[src/rtl/iod_train_pkg.sv]
// Shared types, default parameters and sample classification for the IOD eye-training controller.
package iod_train_pkg;

  localparam int unsigned DefNumLanes     = 4;
  localparam int unsigned DefTapBits      = 7;
  localparam int unsigned DefSettleCycles = 8;

  typedef enum logic [3:0] {
    StIdle,
    StLoad,
    StClear,
    StSettle,
    StSample,
    StStep,
    StCenter,
    StNext,
    StDone,
    StFail
  } train_state_e;

  typedef enum logic [1:0] {
    SampleFail = 2'b00,
    SamplePass = 2'b01,
    SampleOor  = 2'b10
  } sample_e;

  // A delay-line limit outranks whatever the eye monitor reports on the same cycle.
  function automatic sample_e classify_sample(input logic early, input logic late,
                                              input logic oor);
    if (oor) begin
      return SampleOor;
    end
    if (!early && !late) begin
      return SamplePass;
    end
    return SampleFail;
  endfunction

endpackage

[src/rtl/iod_train_settle_timer.sv]
// Settle down-counter: load_i arms it for Cycles cycles, expire_o is high once it has run out.
module iod_train_settle_timer #(
  parameter int unsigned Cycles = 8
) (
  input  logic clk_i,
  input  logic rst_ni,
  input  logic load_i,
  output logic expire_o
);

  logic [7:0] cnt_d, cnt_q;

  always_comb begin
    cnt_d = cnt_q;
    if (load_i) begin
      cnt_d = 8'(Cycles - 1);
    end else if (cnt_q != 8'd0) begin
      cnt_d = cnt_q - 8'd1;
    end
  end

  always_ff @(posedge clk_i or negedge rst_ni) begin
    if (!rst_ni) begin
      cnt_q <= 8'd0;
    end else begin
      cnt_q <= cnt_d;
    end
  end

  assign expire_o = (cnt_q == 8'd0);

endmodule

[src/rtl/iod_eye_train_ctrl.sv]
// Per-lane IOD eye training: sweep taps upward, find the first passing window, park at its centre.
// Optional status outputs WIN_CENTER/WIN_WIDTH are built only with IOD_TRAIN_STATUS_EN defined.
module iod_eye_train_ctrl
  import iod_train_pkg::*;
#(
  parameter int unsigned NUM_LANES     = DefNumLanes,
  parameter int unsigned TAP_BITS      = DefTapBits,
  parameter int unsigned SETTLE_CYCLES = DefSettleCycles
) (
  input  logic                 FAB_CLK,
  input  logic                 ARST_N,
  input  logic                 START,
  input  logic [NUM_LANES-1:0] EYE_MONITOR_EARLY,
  input  logic [NUM_LANES-1:0] EYE_MONITOR_LATE,
  input  logic [NUM_LANES-1:0] DELAY_LINE_OUT_OF_RANGE,
  output logic [NUM_LANES-1:0] DELAY_LINE_MOVE,
  output logic [NUM_LANES-1:0] DELAY_LINE_DIRECTION,
  output logic [NUM_LANES-1:0] DELAY_LINE_LOAD,
  output logic [NUM_LANES-1:0] EYE_MONITOR_CLEAR_FLAGS,
  output logic                 TRAIN_BUSY,
  output logic                 TRAIN_DONE,
  output logic                 TRAIN_ERR,
  output logic [NUM_LANES-1:0] ERR_LANES
`ifdef IOD_TRAIN_STATUS_EN
  ,
  output logic [NUM_LANES*TAP_BITS-1:0]     WIN_CENTER,
  output logic [NUM_LANES*(TAP_BITS+1)-1:0] WIN_WIDTH
`endif
);

  localparam int unsigned LaneW = (NUM_LANES > 1) ? $clog2(NUM_LANES) : 1;
  localparam int unsigned LenW  = TAP_BITS + 1;
  localparam logic [TAP_BITS-1:0] TapMax = '1;

  train_state_e state_d, state_q;

  logic [LaneW-1:0]     lane_d, lane_q;
  logic [TAP_BITS-1:0]  tap_d, tap_q;
  logic [TAP_BITS-1:0]  win_start_d, win_start_q;
  logic [LenW-1:0]      win_len_d, win_len_q;
  logic                 in_win_d, in_win_q;
  logic                 centering_d, centering_q;
  logic [NUM_LANES-1:0] err_lanes_d, err_lanes_q;
  logic                 done_d, done_q;
  logic                 err_d, err_q;
  logic                 start_q;

  logic [NUM_LANES-1:0] lane_sel;
  logic                 start_rise, start_go, last_lane;
  logic                 settle_load, settle_expired;
  sample_e              smp;
  logic                 sweep_end, in_win_upd;
  logic [TAP_BITS-1:0]  win_start_upd;
  logic [LenW-1:0]      win_len_upd, len_m1, center;
  logic                 at_center;

  iod_train_settle_timer #(
    .Cycles(SETTLE_CYCLES)
  ) u_settle (
    .clk_i   (FAB_CLK),
    .rst_ni  (ARST_N),
    .load_i  (settle_load),
    .expire_o(settle_expired)
  );

  always_comb begin
    for (int i = 0; i < NUM_LANES; i++) begin
      lane_sel[i] = (lane_q == LaneW'(i));
    end
  end

  assign start_rise = START & ~start_q;
  assign start_go   = start_rise &
                      ((state_q == StIdle) | (state_q == StDone) | (state_q == StFail));
  assign last_lane  = (lane_q == LaneW'(NUM_LANES - 1));
  assign len_m1     = win_len_q - LenW'(1);
  assign center     = {1'b0, win_start_q} + (len_m1 >> 1);
  assign at_center  = ({1'b0, tap_q} <= center);

  // Window bookkeeping for the tap currently being sampled.
  always_comb begin
    smp = classify_sample(|(EYE_MONITOR_EARLY & lane_sel), |(EYE_MONITOR_LATE & lane_sel),
                          |(DELAY_LINE_OUT_OF_RANGE & lane_sel));
    in_win_upd    = in_win_q;
    win_start_upd = win_start_q;
    win_len_upd   = win_len_q;
    sweep_end     = 1'b0;
    unique case (smp)
      SampleOor: sweep_end = 1'b1;
      SamplePass: begin
        if (!in_win_q) begin
          win_start_upd = tap_q;
          in_win_upd    = 1'b1;
        end
        win_len_upd = win_len_q + LenW'(1);
      end
      default: sweep_end = in_win_q;
    endcase
    if (tap_q == TapMax) begin
      sweep_end = 1'b1;
    end
  end

  always_ff @(posedge FAB_CLK or negedge ARST_N) begin
    if (!ARST_N) begin
      state_q <= StIdle;
    end else begin
      state_q <= state_d;
    end
  end

  always_comb begin
    state_d = state_q;
    case (state_q)
      StIdle, StDone, StFail: if (start_rise) state_d = StLoad;
      StLoad:   state_d = StClear;
      StClear:  state_d = StSettle;
      StSettle: if (settle_expired) state_d = centering_q ? StCenter : StSample;
      StSample: begin
        if (!sweep_end) begin
          state_d = StStep;
        end else begin
          state_d = (win_len_upd == '0) ? StNext : StCenter;
        end
      end
      StStep:   state_d = StClear;
      StCenter: state_d = at_center ? StNext : StSettle;
      StNext: begin
        if (!last_lane) begin
          state_d = StLoad;
        end else begin
          state_d = (|err_lanes_q) ? StFail : StDone;
        end
      end
      default:  state_d = StIdle;
    endcase
  end

  always_comb begin
    DELAY_LINE_MOVE         = '0;
    DELAY_LINE_DIRECTION    = '0;
    DELAY_LINE_LOAD         = '0;
    EYE_MONITOR_CLEAR_FLAGS = '0;
    settle_load             = 1'b0;
    TRAIN_BUSY = !((state_q == StIdle) || (state_q == StDone) || (state_q == StFail));
    case (state_q)
      StLoad:  DELAY_LINE_LOAD = lane_sel;
      StClear: begin
        EYE_MONITOR_CLEAR_FLAGS = lane_sel;
        settle_load             = 1'b1;
      end
      StStep: begin
        DELAY_LINE_MOVE      = lane_sel;
        DELAY_LINE_DIRECTION = lane_sel;
      end
      StCenter: begin
        if (!at_center) begin
          DELAY_LINE_MOVE = lane_sel;
          settle_load     = 1'b1;
        end
      end
      default: ;
    endcase
  end

  assign TRAIN_DONE = done_q;
  assign TRAIN_ERR  = err_q;
  assign ERR_LANES  = err_lanes_q;

  always_comb begin
    lane_d      = lane_q;
    tap_d       = tap_q;
    win_start_d = win_start_q;
    win_len_d   = win_len_q;
    in_win_d    = in_win_q;
    centering_d = centering_q;
    err_lanes_d = err_lanes_q;
    done_d      = done_q;
    err_d       = err_q;
    case (state_q)
      StIdle, StDone, StFail: begin
        if (start_rise) begin
          lane_d      = '0;
          err_lanes_d = '0;
          done_d      = 1'b0;
          err_d       = 1'b0;
        end
      end
      StLoad: begin
        tap_d       = '0;
        win_start_d = '0;
        win_len_d   = '0;
        in_win_d    = 1'b0;
        centering_d = 1'b0;
      end
      StSample: begin
        in_win_d    = in_win_upd;
        win_start_d = win_start_upd;
        win_len_d   = win_len_upd;
        if (sweep_end) begin
          if (win_len_upd == '0) begin
            err_lanes_d = err_lanes_q | lane_sel;
          end else begin
            centering_d = 1'b1;
          end
        end
      end
      StStep:   tap_d = tap_q + TAP_BITS'(1);
      StCenter: if (!at_center) tap_d = tap_q - TAP_BITS'(1);
      StNext: begin
        if (!last_lane) begin
          lane_d = lane_q + LaneW'(1);
        end else if (|err_lanes_q) begin
          err_d = 1'b1;
        end else begin
          done_d = 1'b1;
        end
      end
      default: ;
    endcase
  end

  // start_q resets high so a START level held through reset is not taken as a new edge.
  always_ff @(posedge FAB_CLK or negedge ARST_N) begin
    if (!ARST_N) begin
      lane_q      <= '0;
      tap_q       <= '0;
      win_start_q <= '0;
      win_len_q   <= '0;
      in_win_q    <= 1'b0;
      centering_q <= 1'b0;
      err_lanes_q <= '0;
      done_q      <= 1'b0;
      err_q       <= 1'b0;
      start_q     <= 1'b1;
    end else begin
      lane_q      <= lane_d;
      tap_q       <= tap_d;
      win_start_q <= win_start_d;
      win_len_q   <= win_len_d;
      in_win_q    <= in_win_d;
      centering_q <= centering_d;
      err_lanes_q <= err_lanes_d;
      done_q      <= done_d;
      err_q       <= err_d;
      start_q     <= START;
    end
  end

`ifdef IOD_TRAIN_STATUS_EN
  logic [NUM_LANES*TAP_BITS-1:0] win_center_d, win_center_q;
  logic [NUM_LANES*LenW-1:0]     win_width_d, win_width_q;

  always_comb begin
    win_center_d = win_center_q;
    win_width_d  = win_width_q;
    if (start_go) begin
      win_center_d = '0;
      win_width_d  = '0;
    end else if (state_q == StNext) begin
      for (int i = 0; i < NUM_LANES; i++) begin
        if (lane_sel[i]) begin
          win_center_d[i*TAP_BITS +: TAP_BITS] = (win_len_q == '0) ? '0 : center[TAP_BITS-1:0];
          win_width_d[i*LenW +: LenW]          = win_len_q;
        end
      end
    end
  end

  always_ff @(posedge FAB_CLK or negedge ARST_N) begin
    if (!ARST_N) begin
      win_center_q <= '0;
      win_width_q  <= '0;
    end else begin
      win_center_q <= win_center_d;
      win_width_q  <= win_width_d;
    end
  end

  assign WIN_CENTER = win_center_q;
  assign WIN_WIDTH  = win_width_q;
`else
  logic unused_start_go;
  assign unused_start_go = start_go;
`endif

endmodule

[config.mk]
export PLATFORM = sky130hd
export DESIGN_NAME = iod_eye_train_ctrl
export DESIGN_NICKNAME = d
export VERILOG_FILES = /design/src/rtl/iod_train_pkg.sv /design/src/rtl/iod_train_settle_timer.sv /design/src/rtl/iod_eye_train_ctrl.sv
export SDC_FILE = /design/constraint.sdc
export NUM_CORES = 1
export LEC_CHECK = 0
export CAP_MARGIN = 30
export CORE_AREA = 5 5 104 106
export DETAILED_ROUTE_END_ITERATION = 8
export DIE_AREA = 0 0 109 111
export PLACE_DENSITY = 0.51
export SYNTH_ARGS = -nofsm -noshare
export SYNTH_HDL_FRONTEND = slang
export SYNTH_SLANG_ARGS = --single-unit
[constraint.sdc]
create_clock -name FAB_CLK -period 10.48 [get_ports FAB_CLK]
set_input_delay 3.144 -clock FAB_CLK [delete_from_list [all_inputs] [get_ports FAB_CLK]]
set_output_delay 3.144 -clock FAB_CLK [all_outputs]
set_load 0.02 [all_outputs]
==> flow_metrics.tcl <==
set metrics [dict create \
    status "finished, final reports clean" \
    std_cell_rows 36 \
    placed_cells 542 \
    end_kind "output port" \
    finalHoldViolCount 0 \
    initial_core_util_pct 35.0 \
    max_slew_margin_pct 33.0 \
    yosys.area.top_type "dfrtp_1" \
    drt_iter0_markers 174 \
    clkSinkCount 45 \
    worst_pin_slew_ns 1.00 \
    post_drt_wl_per_cell_microns 15.9 \
    critical_path_class "reg -> out" \
    worstSetupStartpointType "flip-flop" \
    hold_buffers 0 \
    netlist_top_cells_area "dfrtp_1 32%, ha_1 10%, a22o_1 5.2%" \
    drc 0 \
    rsz0062_at_grt "no" \
    cts_buffers 5 \
    synth_nets 429 \
    cp_max_fo 7 \
    setup_tns_ns 0 \
    ant_nets 0 \
    period_share_pct 75.4 \
    cap_violations 0 \
    fill_cells 986 \
    netlist_area_sq_um 3390 \
    yosys.area_share.simple_pct 20.0 \
    synth-main-ff-cell "dfrtp_1" \
    synth_edf_count 0 \
    io_pins 38 \
    power_density_nw_per_um2 227 \
    ys_ff_latch 45 \
    cts-htree-levels 2 \
    port_buffers 37 \
    fin_skew_ns 0.0108 \
    die-width_microns 109 \
    worst_ep_arrival_time_ns 4.76 \
    dr.pass1.iters 4 \
    synth_adder_area_share_pct 11.2 \
    min_path_type "reg -> reg" \
    grt_max_degree 46 \
    die_area_sq_um 12100 \
    cp.required_ns 7.34 \
    synth_top_area_share_pct 32.5 \
    synth_compound_area_share_pct 23.9 \
    leakagePower_nw 1.72 \
    antenna_found_initial 0 \
    grt_pass1_vias 2915 \
    fin_crit_ns 7.90 \
    num_vias 2930 \
    hpwl_mm 6.49 \
    ys_types 60 \
    cts_tree "done" \
    clock_tree.root_cell "clkbuf_8" \
    ys_async_sr_fraction_pct 100 \
    synthCells 385 \
    finalSetupViolations 0 \
    layoutNonFillerInstCount 550 \
    clk_pin_slew_worst_paths_ns 0.10 \
    wl_mm 8.76 \
    syn_to_final_growth_pct 17.3 \
    slew_viol_final 0 \
    cts_buffer_depth 2 \
    muxShareOfSynthArea_pct 0.960 \
    yosysSeqAreaShare_pct 33.3 \
    die_h_microns 111 \
    synth_top_family_by_area "compound AO/OA/AOI/OAI gates" \
    final_nets 460 \
    gp_congestion 0.807 \
    post_cts_buffers 0 \
    coreArea_sq_um 9680 \
    synth.yosys.warnings 0 \
    viasPerCell 5.33 \
    fmax_ghz 0.127 \
    grt_pass1_wl_mm 14.8 \
    clock_latency_ns 0.31 \
    layout-drive-gt1-share_pct 6.47 \
    ir_drop_mv 0.0924 \
    grtUsageTotal_pct 15.0 \
    cts_resized 0 \
    avgSynthCellArea_sq_um 8.80 \
    synth_xor_area_share_pct 5.95 \
    grt_overflow 0 \
    antennaDiodeCount 0 \
    fin_util_pct 41.0 \
    hold_slack_ns 0.485 \
]
## registers in the layout, summed over array words and instances, names as in the netlist, 2 cells and up
name            flops
lane_q              2
u_settle.cnt_q      8
state_q             4
win_start_q         7
ERR_LANES           4
win_len_q           8
tap_q               7
## path summary, 6_finish.rpt
| check | to | slack (ns) | depth (start not counted) | start |
|---|---|---|---|---|
| max in group asynchronous | TRAIN_DONE | 7.13 | 2 | ARST_N |
| min in group asynchronous | u_settle.cnt_q[4] | 2.92 | 2 | ARST_N |
| max | DELAY_LINE_MOVE[2] | 2.58 | 20 | win_len_q[0] |
| min reg2reg | TRAIN_ERR | 0.49 | 2 | TRAIN_ERR |
| max reg2reg | tap_q[0] | 6.45 | 19 | win_len_q[0] |
| min | TRAIN_ERR | 0.49 | 2 | TRAIN_ERR |
## area by class of cell
class                           instances  area, sq um  share of cell area (%)
Inverter                               23         86.3                    2.17
Clock inverter                          3         46.3                    1.16
Clock buffer                            5         68.8                    1.73
Multi-Input combinational cell        303         2110                    53.0
Tap cell                              133          166                    4.19
Timing Repair Buffer                   38          373                    9.38
Sequential cell                        45         1130                    28.4
## cells by family (layout without fill, tap and decap cells)
group           after synthesis  after routing
flops                        45             45
fa+ha+maj                    29             29
buf+inv                      37             69
xor+xnor                     23             23
compound gates              114            114
mux                           3              3
simple gates                134            134
## power by group
group          switching, mW  internal (mW)  leakage, nW  total (mW)
clock                 0.0696         0.0716       0.0543       0.141
combinational          0.297          0.189         1.07       0.486
sequential            0.0613          0.214        0.602       0.275
## cell usage after synthesis (all sizes together), types with 2 or more instances
cell type and count:
or2 3, o41ai 2, mux2 2, o21a 8
clkbuf 9, o21ai 28, or3 4, a21o 5
a21oi 21, a22o 20, dfrtp 44, nand2b 7
nand2 33, a41oi 2, fa 2, nor3 11
nand4 4, nor4 4, nand3 12, ha 27
nor2b 6, buf 5, o211ai 2, a211oi 5
o31a 2, xor2 14, o31ai 7, a22oi 4
nor2 41, and2 2, xnor2 9, inv 23
## layout by cell type, fill, tap and decap left out, types with 11 or more instances in the layout
cell type / synthesis / routed
dfrtp_1: 44 / 44
nor2_1: 40 / 40
clkdlybuf4s50_1: 0 / 36
nand2_1: 33 / 33
ha_1: 27 / 27
inv_1: 22 / 22
a21oi_1: 20 / 20
a22o_1: 20 / 20
o21ai_1: 18 / 18
xor2_1: 14 / 14
nor3_1: 11 / 11
nand3_1: 11 / 11
## stage by stage
step                      cell area [sq um]  setup slack, ns  power [mW]
after global placement                 3860             3.15       0.759
after global routing                   3980             2.14       0.988
after detailed placement               3860             2.99       0.767
after CTS                              3980             2.60       0.910
final                                  3980             2.58       0.902
after floorplan                        3390             3.86       0.619
## critical path, cell delays in order (launching register included)
cell and delay (ns):
dfrtp_1 0.48, inv_1 0.09, ha_1 0.33, inv_1 0.09, ha_1 0.18, inv_1 0.06, fa_1 0.41, nor2b_1 0.12
o21ai_0 0.12, a21oi_1 0.21, o21ai_0 0.09, nand2b_1 0.09, xnor2_1 0.12, ha_1 0.27, nand3_1 0.11, nor2_1 0.05
a211oi_1 0.26, o21a_1 0.25, nand2_1 0.25, a21oi_1 0.23, clkdlybuf4s50_1 0.62
## metal layers
metal | GRT usage, % | vias to the layer above | wire length [microns]
met5 | 0 | - | 0
met4 | 3.79 | 0 | 113
met3 | 2.21 | 11 | 330
met2 | 23.3 | 61 | 4070
met1 | 21.8 | 1406 | 4250
li1 | - | 1452 | -
(Power assumes the default switching activity.)
